===== config.mk =====
export PLATFORM = sky130hd
export DESIGN_NAME = bcd_scan_display_flat
export DESIGN_NICKNAME = d
export VERILOG_FILES = /design/src/rtl/bcd_scan_display_if.sv /design/src/rtl/bcd_scan_display.sv /design/src/flat_wrapper.sv
export SDC_FILE = /design/constraint.sdc
export NUM_CORES = 1
export LEC_CHECK = 0
export ABC_AREA = 1
export CORE_ASPECT_RATIO = 1.25
export CORE_MARGIN = 1
export CORE_UTILIZATION = 60
export CTS_BUF_LIST = sky130_fd_sc_hd__clkbuf_8
export DETAILED_ROUTE_END_ITERATION = 7
export HOLD_SLACK_MARGIN = 0.12
export PLACE_DENSITY_LB_ADDON = 0.12
export RECOVER_POWER = 100
export SETUP_SLACK_MARGIN = 0.4
export SYNTH_ARGS = -nofsm -noshare
export SYNTH_HDL_FRONTEND = slang
export SYNTH_SLANG_ARGS = --single-unit

===== constraint.sdc =====
create_clock -name i_clock -period 4.6 [get_ports i_clock]
set_clock_uncertainty 0.2 [all_clocks]
set_input_delay 0.69 -clock i_clock [delete_from_list [all_inputs] [get_ports i_clock]]
set_output_delay 0.69 -clock i_clock [all_outputs]
set_load 0.02 [all_outputs]

===== src/rtl/bcd_scan_display_if.sv =====
// Bundle between the operand sources and the scanned 7-segment display driver.
interface bcd_scan_display_if #(
  parameter int DIGITS = 4
);
  logic                  run;
  logic [1:0]            mode;
  logic                  blankLz;
  logic [4*DIGITS-1:0]   aBcd;
  logic [4*DIGITS-1:0]   bBcd;
  logic [DIGITS-1:0]     an;
  logic [7*DIGITS-1:0]   seg;
  logic                  neg;
  logic                  err;

  modport master (
    output run, mode, blankLz, aBcd, bBcd,
    input  an, seg, neg, err
  );

  modport slave (
    input  run, mode, blankLz, aBcd, bBcd,
    output an, seg, neg, err
  );
endinterface


===== src/rtl/bcd_scan_display.sv =====
// Time-multiplexed BCD to 7-segment driver: shows A, B, the signed difference
// B-A computed digit-serially in BCD, or a lamp test, one frame at a time.
module bcd_scan_display #(
  parameter int DIGITS   = 4,
  parameter int PRESCALE = 4096
) (
  input  logic              i_clock,
  input  logic              i_reset,
  bcd_scan_display_if.slave io_disp
);

  localparam int SW = (PRESCALE > 1) ? $clog2(PRESCALE) : 1;
  localparam int IW = (DIGITS > 1) ? $clog2(DIGITS) : 1;
  localparam int AW = 4 * DIGITS;
  localparam int GW = 7 * DIGITS;
  localparam logic [IW-1:0] MSD       = IW'(DIGITS - 1);
  localparam logic [SW-1:0] SLOT_LAST = SW'(PRESCALE - 1);
  localparam logic [6:0]    SEG_DASH  = 7'b1111110;
  localparam logic [6:0]    SEG_BLANK = 7'b1111111;

  typedef enum logic { ENG_IDLE, ENG_RUN } engState_t;

  function automatic logic [6:0] segOf(input logic [3:0] code);
    case (code)
      4'd0:    segOf = 7'b0000001;
      4'd1:    segOf = 7'b1001111;
      4'd2:    segOf = 7'b0010010;
      4'd3:    segOf = 7'b0000110;
      4'd4:    segOf = 7'b1001100;
      4'd5:    segOf = 7'b0100100;
      4'd6:    segOf = 7'b0100000;
      4'd7:    segOf = 7'b0001111;
      4'd8:    segOf = 7'b0000000;
      4'd9:    segOf = 7'b0000100;
      default: segOf = SEG_DASH;
    endcase
  endfunction

  // scan state
  logic [SW-1:0]     r_slot;
  logic [IW-1:0]     r_index;
  logic [IW-1:0]     r_shownIdx;
  logic              r_scanning;
  logic [DIGITS-1:0] r_an;
  logic              w_boundary;

  // snapshot and difference engine
  logic [AW-1:0]     r_snapA;
  logic [AW-1:0]     r_snapB;
  logic [1:0]        r_snapMode;
  logic              r_snapBlank;
  logic              r_snapValid;
  engState_t         r_engState;
  logic [IW-1:0]     r_engIdx;
  logic              r_brBA;
  logic              r_brAB;
  logic [AW-1:0]     r_accBA;
  logic [AW-1:0]     r_accAB;
  logic [AW-1:0]     r_pendDigits;
  logic              r_pendNeg;

  logic [3:0]        w_digA;
  logic [3:0]        w_digB;
  logic [4:0]        w_subBA;
  logic [4:0]        w_subAB;
  logic [3:0]        w_digBA;
  logic [3:0]        w_digAB;
  logic              w_brBANext;
  logic              w_brABNext;
  logic [AW-1:0]     w_accBANext;
  logic [AW-1:0]     w_accABNext;

  // frame result and display state
  logic              w_aBad;
  logic              w_bBad;
  logic [AW-1:0]     w_codes;
  logic [3:0]        w_code;
  logic              w_seen;
  logic [GW-1:0]     w_resSeg;
  logic              w_resNeg;
  logic              w_resErr;
  logic [GW-1:0]     r_buf;
  logic [GW-1:0]     r_seg;
  logic              r_neg;
  logic              r_err;

  // A frame starts on the first slot of the most significant digit; right
  // after reset the counters already sit there, so that slot is a boundary too.
  assign w_boundary = (r_slot == '0) && (r_index == MSD);

  // Slot prescaler and MSD-first digit index; the strobe is registered from the index.
  always_ff @(posedge i_clock) begin
    if (i_reset) begin
      r_slot     <= '0;
      r_index    <= MSD;
      r_shownIdx <= MSD;
      r_scanning <= 1'b0;
      r_an       <= '1;
    end else begin
      r_an       <= ~(DIGITS'(1) << r_index);
      r_shownIdx <= r_index;
      r_scanning <= 1'b1;
      if (r_slot == SLOT_LAST) begin
        r_slot  <= '0;
        r_index <= (r_index == '0) ? MSD : r_index - IW'(1);
      end else begin
        r_slot <= r_slot + SW'(1);
      end
    end
  end

  // One BCD digit of B-A and A-B per clock, LSD first, with ripple borrows.
  always_comb begin
    w_digA = '0;
    w_digB = '0;
    for (int i = 0; i < DIGITS; i++) begin
      if (r_engIdx == IW'(i)) begin
        w_digA = r_snapA[4*i +: 4];
        w_digB = r_snapB[4*i +: 4];
      end
    end
    w_subBA    = {1'b0, w_digB} - {1'b0, w_digA} - {4'b0000, r_brBA};
    w_subAB    = {1'b0, w_digA} - {1'b0, w_digB} - {4'b0000, r_brAB};
    w_brBANext = w_subBA[4];
    w_brABNext = w_subAB[4];
    w_digBA    = w_subBA[4] ? (w_subBA[3:0] + 4'd10) : w_subBA[3:0];
    w_digAB    = w_subAB[4] ? (w_subAB[3:0] + 4'd10) : w_subAB[3:0];
    w_accBANext = r_accBA;
    w_accABNext = r_accAB;
    for (int i = 0; i < DIGITS; i++) begin
      if (r_engIdx == IW'(i)) begin
        w_accBANext[4*i +: 4] = w_digBA;
        w_accABNext[4*i +: 4] = w_digAB;
      end
    end
  end

  // Snapshot capture at a running boundary, which also launches the difference
  // engine; the engine parks its signed magnitude in the pending register.
  always_ff @(posedge i_clock) begin
    if (i_reset) begin
      r_snapA      <= '0;
      r_snapB      <= '0;
      r_snapMode   <= 2'b00;
      r_snapBlank  <= 1'b0;
      r_snapValid  <= 1'b0;
      r_engState   <= ENG_IDLE;
      r_engIdx     <= '0;
      r_brBA       <= 1'b0;
      r_brAB       <= 1'b0;
      r_accBA      <= '0;
      r_accAB      <= '0;
      r_pendDigits <= '0;
      r_pendNeg    <= 1'b0;
    end else if (w_boundary && io_disp.run) begin
      r_snapA     <= io_disp.aBcd;
      r_snapB     <= io_disp.bBcd;
      r_snapMode  <= io_disp.mode;
      r_snapBlank <= io_disp.blankLz;
      r_snapValid <= 1'b1;
      r_engState  <= ENG_RUN;
      r_engIdx    <= '0;
      r_brBA      <= 1'b0;
      r_brAB      <= 1'b0;
      r_accBA     <= '0;
      r_accAB     <= '0;
    end else if (r_engState == ENG_RUN) begin
      r_accBA <= w_accBANext;
      r_accAB <= w_accABNext;
      r_brBA  <= w_brBANext;
      r_brAB  <= w_brABNext;
      if (r_engIdx == MSD) begin
        r_engState   <= ENG_IDLE;
        r_pendDigits <= w_brBANext ? w_accABNext : w_accBANext;
        r_pendNeg    <= w_brBANext;
      end else begin
        r_engIdx <= r_engIdx + IW'(1);
      end
    end
  end

  // Turn the current snapshot (and pending difference) into segment patterns,
  // applying dash substitution, leading-zero blanking, sign and error flags.
  always_comb begin
    w_aBad = 1'b0;
    w_bBad = 1'b0;
    for (int i = 0; i < DIGITS; i++) begin
      if (r_snapA[4*i +: 4] > 4'd9) w_aBad = 1'b1;
      if (r_snapB[4*i +: 4] > 4'd9) w_bBad = 1'b1;
    end
    w_codes  = (r_snapMode == 2'b10) ? r_pendDigits : (r_snapMode[0] ? r_snapB : r_snapA);
    w_resSeg = {GW{1'b1}};
    w_resNeg = 1'b0;
    w_resErr = 1'b0;
    w_seen   = 1'b0;
    w_code   = '0;
    if (r_snapValid) begin
      if (r_snapMode == 2'b11) begin
        w_resSeg = '0;
      end else if ((r_snapMode == 2'b10) && (w_aBad || w_bBad)) begin
        for (int i = 0; i < DIGITS; i++) w_resSeg[7*i +: 7] = SEG_DASH;
        w_resErr = 1'b1;
      end else begin
        for (int i = DIGITS - 1; i >= 0; i--) begin
          w_code = w_codes[4*i +: 4];
          if (w_code != 4'd0) w_seen = 1'b1;
          if (w_code > 4'd9) w_resErr = 1'b1;
          if (r_snapBlank && !w_seen && (i != 0)) w_resSeg[7*i +: 7] = SEG_BLANK;
          else                                   w_resSeg[7*i +: 7] = segOf(w_code);
        end
        w_resNeg = (r_snapMode == 2'b10) && r_pendNeg;
      end
    end
  end

  // Display buffer plus sign/error flags change only at a running boundary;
  // the buffer holds ready-made patterns and starts out blank.
  always_ff @(posedge i_clock) begin
    if (i_reset) begin
      r_buf <= {GW{1'b1}};
      r_neg <= 1'b0;
      r_err <= 1'b0;
    end else if (w_boundary && io_disp.run) begin
      r_buf <= w_resSeg;
      r_neg <= w_resNeg;
      r_err <= w_resErr;
    end
  end

  // Refresh the strobed digit's pattern one clock into its slot; frozen while held.
  always_ff @(posedge i_clock) begin
    if (i_reset) begin
      r_seg <= {GW{1'b1}};
    end else if (r_scanning && io_disp.run) begin
      for (int i = 0; i < DIGITS; i++) begin
        if (r_shownIdx == IW'(i)) r_seg[7*i +: 7] <= r_buf[7*i +: 7];
      end
    end
  end

  assign io_disp.an  = r_an;
  assign io_disp.seg = r_seg;
  assign io_disp.neg = r_neg;
  assign io_disp.err = r_err;

endmodule


===== src/flat_wrapper.sv =====
// flat-port wrapper written by rule: the top's interface ports become plain ports
module bcd_scan_display_flat 
#(
  parameter int DIGITS   = 4,
  parameter int PRESCALE = 4096
)
  (i_clock, i_reset, io_disp_run, io_disp_mode, io_disp_blankLz, io_disp_aBcd, io_disp_bBcd, io_disp_an, io_disp_seg, io_disp_neg, io_disp_err);
  bcd_scan_display_if #(.DIGITS(DIGITS)) io_disp_i ();
  input  logic i_clock;
  input  logic i_reset;
  input wire logic [$bits(io_disp_i.run)-1:0] io_disp_run;
  input wire logic [$bits(io_disp_i.mode)-1:0] io_disp_mode;
  input wire logic [$bits(io_disp_i.blankLz)-1:0] io_disp_blankLz;
  input wire logic [$bits(io_disp_i.aBcd)-1:0] io_disp_aBcd;
  input wire logic [$bits(io_disp_i.bBcd)-1:0] io_disp_bBcd;
  output wire logic [$bits(io_disp_i.an)-1:0] io_disp_an;
  output wire logic [$bits(io_disp_i.seg)-1:0] io_disp_seg;
  output wire logic [$bits(io_disp_i.neg)-1:0] io_disp_neg;
  output wire logic [$bits(io_disp_i.err)-1:0] io_disp_err;
  assign io_disp_i.run = io_disp_run;
  assign io_disp_i.mode = io_disp_mode;
  assign io_disp_i.blankLz = io_disp_blankLz;
  assign io_disp_i.aBcd = io_disp_aBcd;
  assign io_disp_i.bBcd = io_disp_bBcd;
  assign io_disp_an = io_disp_i.an;
  assign io_disp_seg = io_disp_i.seg;
  assign io_disp_neg = io_disp_i.neg;
  assign io_disp_err = io_disp_i.err;
  bcd_scan_display #(.DIGITS(DIGITS), .PRESCALE(PRESCALE)) u_core (.i_clock(i_clock), .i_reset(i_reset), .io_disp(io_disp_i));
endmodule

==> impl_metrics.py <==
metrics = {
    "routing": {
        "drt_iter0_markers": 544,
        "drc": 0,
        "viasPerCell": 5.44,
        "wl_per_cell_um": 14.9,
        "ant_nets": 0,
        "firstDrtPassIters": 6,
        "totalWireLength_mm": 22.0,
        "vias": 8015,
    },
    "synthesis": {
        "synth_fa_ha_area_frac": 0.0686,
        "synth_top_area_frac": 0.384,
        "synth-compound-area-share": 0.171,
        "synth_xor_xnor_area_share": 0.00608,
        "synth_common_cells": "326 x nand2_1, 173 x inv_1, 166 x dfxtp_1",
        "async_reset_ff_frac": 0,
        "synth-seq-cells": 166,
        "ys_seq_area_frac": 0.384,
        "syn_avg_cell_area_um2": 7.07,
        "netlist_area_um2": 8640,
        "synth_edf_count": 0,
        "synthDistinctLibCells": 49,
        "syn_inst": 1223,
        "synth-simple-area-share": 0.264,
        "yosysTopAreaCell": "dfxtp_1",
        "syn-num-nets": 1306,
        "synthMuxAreaShare": 0,
        "synthTopCellsByArea": "dfxtp_1 38%, nand2_1 14%, inv_1 7.5%",
        "yosysWarnings": 0,
        "ys.flop_type": "dfxtp_1",
        "synth_most_common_cell": "nand2_1",
        "synth_top_family_by_area": "simple AND/OR/NAND/NOR gates",
    },
    "place": {
        "place_congestion": 0.960,
        "portBuffers": 71,
        "place_ws_ns": 0.599,
        "dp_hpwl_mm": 16.1,
    },
    "flow_run": {
        "drv_cap": 2,
    },
    "clocking": {
        "root_buffer": "clkbuf_8",
        "clock_path_buffers": 2,
        "cts_made_buffers": 17,
        "cts_tree": "done",
        "clock_latency_ns": 0.47,
        "cts.clk_slew.worst_paths_ns": 0.08,
        "htree_levels": 4,
        "cts.sinks": 166,
    },
    "timing": {
        "rsz0062_at_grt": "yes",
        "finalHoldViolations": 0,
        "worst_slew_pin_slew_ns": 2.18,
        "maxSlewViolCount": 87,
        "min_period_ns": 4.07,
        "fmax_mhz": 246,
        "tns_ns": 0,
        "post-route-period-util": 0.885,
        "setup_viol": 0,
        "timing.final.ws_setup_ns": 0.531,
        "timing.slew.headroom": -0.455,
    },
    "power_and_ir_drop": {
        "leakage_uw": 0.00451,
        "p_per_area_nw_per_um2": 370,
        "irDropWorstVdd_uv": 229,
    },
    "die": {
        "rows": 48,
        "coreArea_um2": 13900,
        "die_h_um": 136,
        "start_util": 0.620,
        "dieArea_um2": 14900,
        "pin_count": 72,
        "die_x_um": 109,
    },
    "grt": {
        "grt_pass1_vias": 7209,
        "antenna_found_initial": 0,
        "overflow": 0,
        "track_usage": 0.308,
        "grt_max_degree": 48,
        "grt_pass1_wl_mm": 35.1,
    },
    "finish": {
        "diodes": 0,
        "fin_nets": 1369,
        "n_fill_cell": 1233,
        "drive_above_1_share": 0.0763,
        "syn2layout_area_growth_pct": 14.9,
    },
    "outcome": {
        "violations": "max-capacitance violations, max-slew violations",
        "outcome": "finished with violations",
    },
    "critical_path": {
        "path_max_fanout": 38,
        "cp.arrival_ns": 4.22,
        "crit_type": "in -> reg",
        "worstSetupEndpointType": "register",
        "critPathRequiredTime_ns": 4.75,
        "start_kind": "primary input",
    },
    "hold_path": {
        "min_path_type": "reg -> reg",
    },
}
## cell type report
| type | count | area [um^2] | area share |
|---|---|---|---|
| multi-input combinational | 824 | 4420 | 0.444 |
| sequential | 166 | 3320 | 0.334 |
| timing repair buffer | 89 | 827 | 0.0832 |
| inverter | 187 | 708 | 0.0713 |
| clock buffer | 19 | 262 | 0.0263 |
| tap | 175 | 219 | 0.0220 |
| clock inverter | 12 | 176 | 0.0178 |
| timing repair inverter | 1 | 5.00 | 0.000504 |
## report_power, final
group	switching [uW]	total, uW	internal, uW
registers	41.0	1540	1500
clock network	541	1160	618
logic	651	981	330
total	1230	3680	2440
## layout by cell type, fill, tap and decap left out, types with 25 or more instances in the layout
cell               n
dlygate4sd3_1     35
clkdlybuf4s50_1   36
a21oi_1           82
nand2_1          326
nor2_1            65
ha_1              39
dfxtp_1          166
o21ai_0           94
inv_1            175
nand3_1           86
o211ai_1          25
## stage by stage
stage	cells	hold WS, ns	area (um^2)	utilization	total power (uW)
2_1_floorplan	1223	0.230	8640	-	2270
3_3_place_gp	1438	0.238	9480	0.680	2520
3_5_place_dp	1438	0.243	9480	0.680	2530
4_1_cts	1469	0.263	9910	0.711	3670
5_1_grt	1473	0.272	9940	0.713	3880
6_report	1473	0.252	9940	0.713	3680
## final timing paths
check                                            start                 endpoint  slack [ns]  depth (start not counted)
worst min register to register  u_core.io_disp.seg[11]   u_core.io_disp.seg[11]        0.25                          2
worst max-delay path                           i_reset        u_core.r_accBA[1]        0.53                          8
worst max register to register      u_core.r_engIdx[1]  u_core.r_pendDigits[13]        0.58                         20
worst min-delay path            u_core.io_disp.seg[11]   u_core.io_disp.seg[11]        0.25                          2
## logic make-up after synthesis
family / count (synthesis)
compound gates: 245
buf+inv: 233
xor+xnor: 6
flops: 166
fa+ha+maj: 45
simple gates: 528
## sequential cells by signal, summed over array words and instances (netlist names), 2 cells and up
register / count
u_core.io_disp.an: 4
u_core.io_disp.seg: 28
u_core.r_accAB: 15
u_core.r_accBA: 14
u_core.r_buf: 28
u_core.r_engIdx: 2
u_core.r_index: 2
u_core.r_pendDigits: 16
u_core.r_shownIdx: 2
u_core.r_slot: 12
u_core.r_snapA: 16
u_core.r_snapB: 16
u_core.r_snapMode: 2
## critical path: stages
cell	delay (ns)
dlygate4sd3_1	0.52
clkbuf_1	0.72
nor2_1	0.19
inv_1	0.55
clkbuf_1	1.23
a21oi_1	0.07
o21ai_0	0.16
inv_1	0.06
## routing by layer
layer	part of all wire	vias to the layer above	track usage
met5	0	-	0
met4	0.043	0	0.160
met3	0.063	80	0.0527
met2	0.48	291	0.524
met1	0.41	3583	0.366
li1	-	4061	-
## repair_timing
item	in CTS	in global routing
buffers inserted	0	3
resized for setup	0	6
setup endpoints to repair	0	21
hold buffers	0	0
Power figures use the tool's default switching activity.
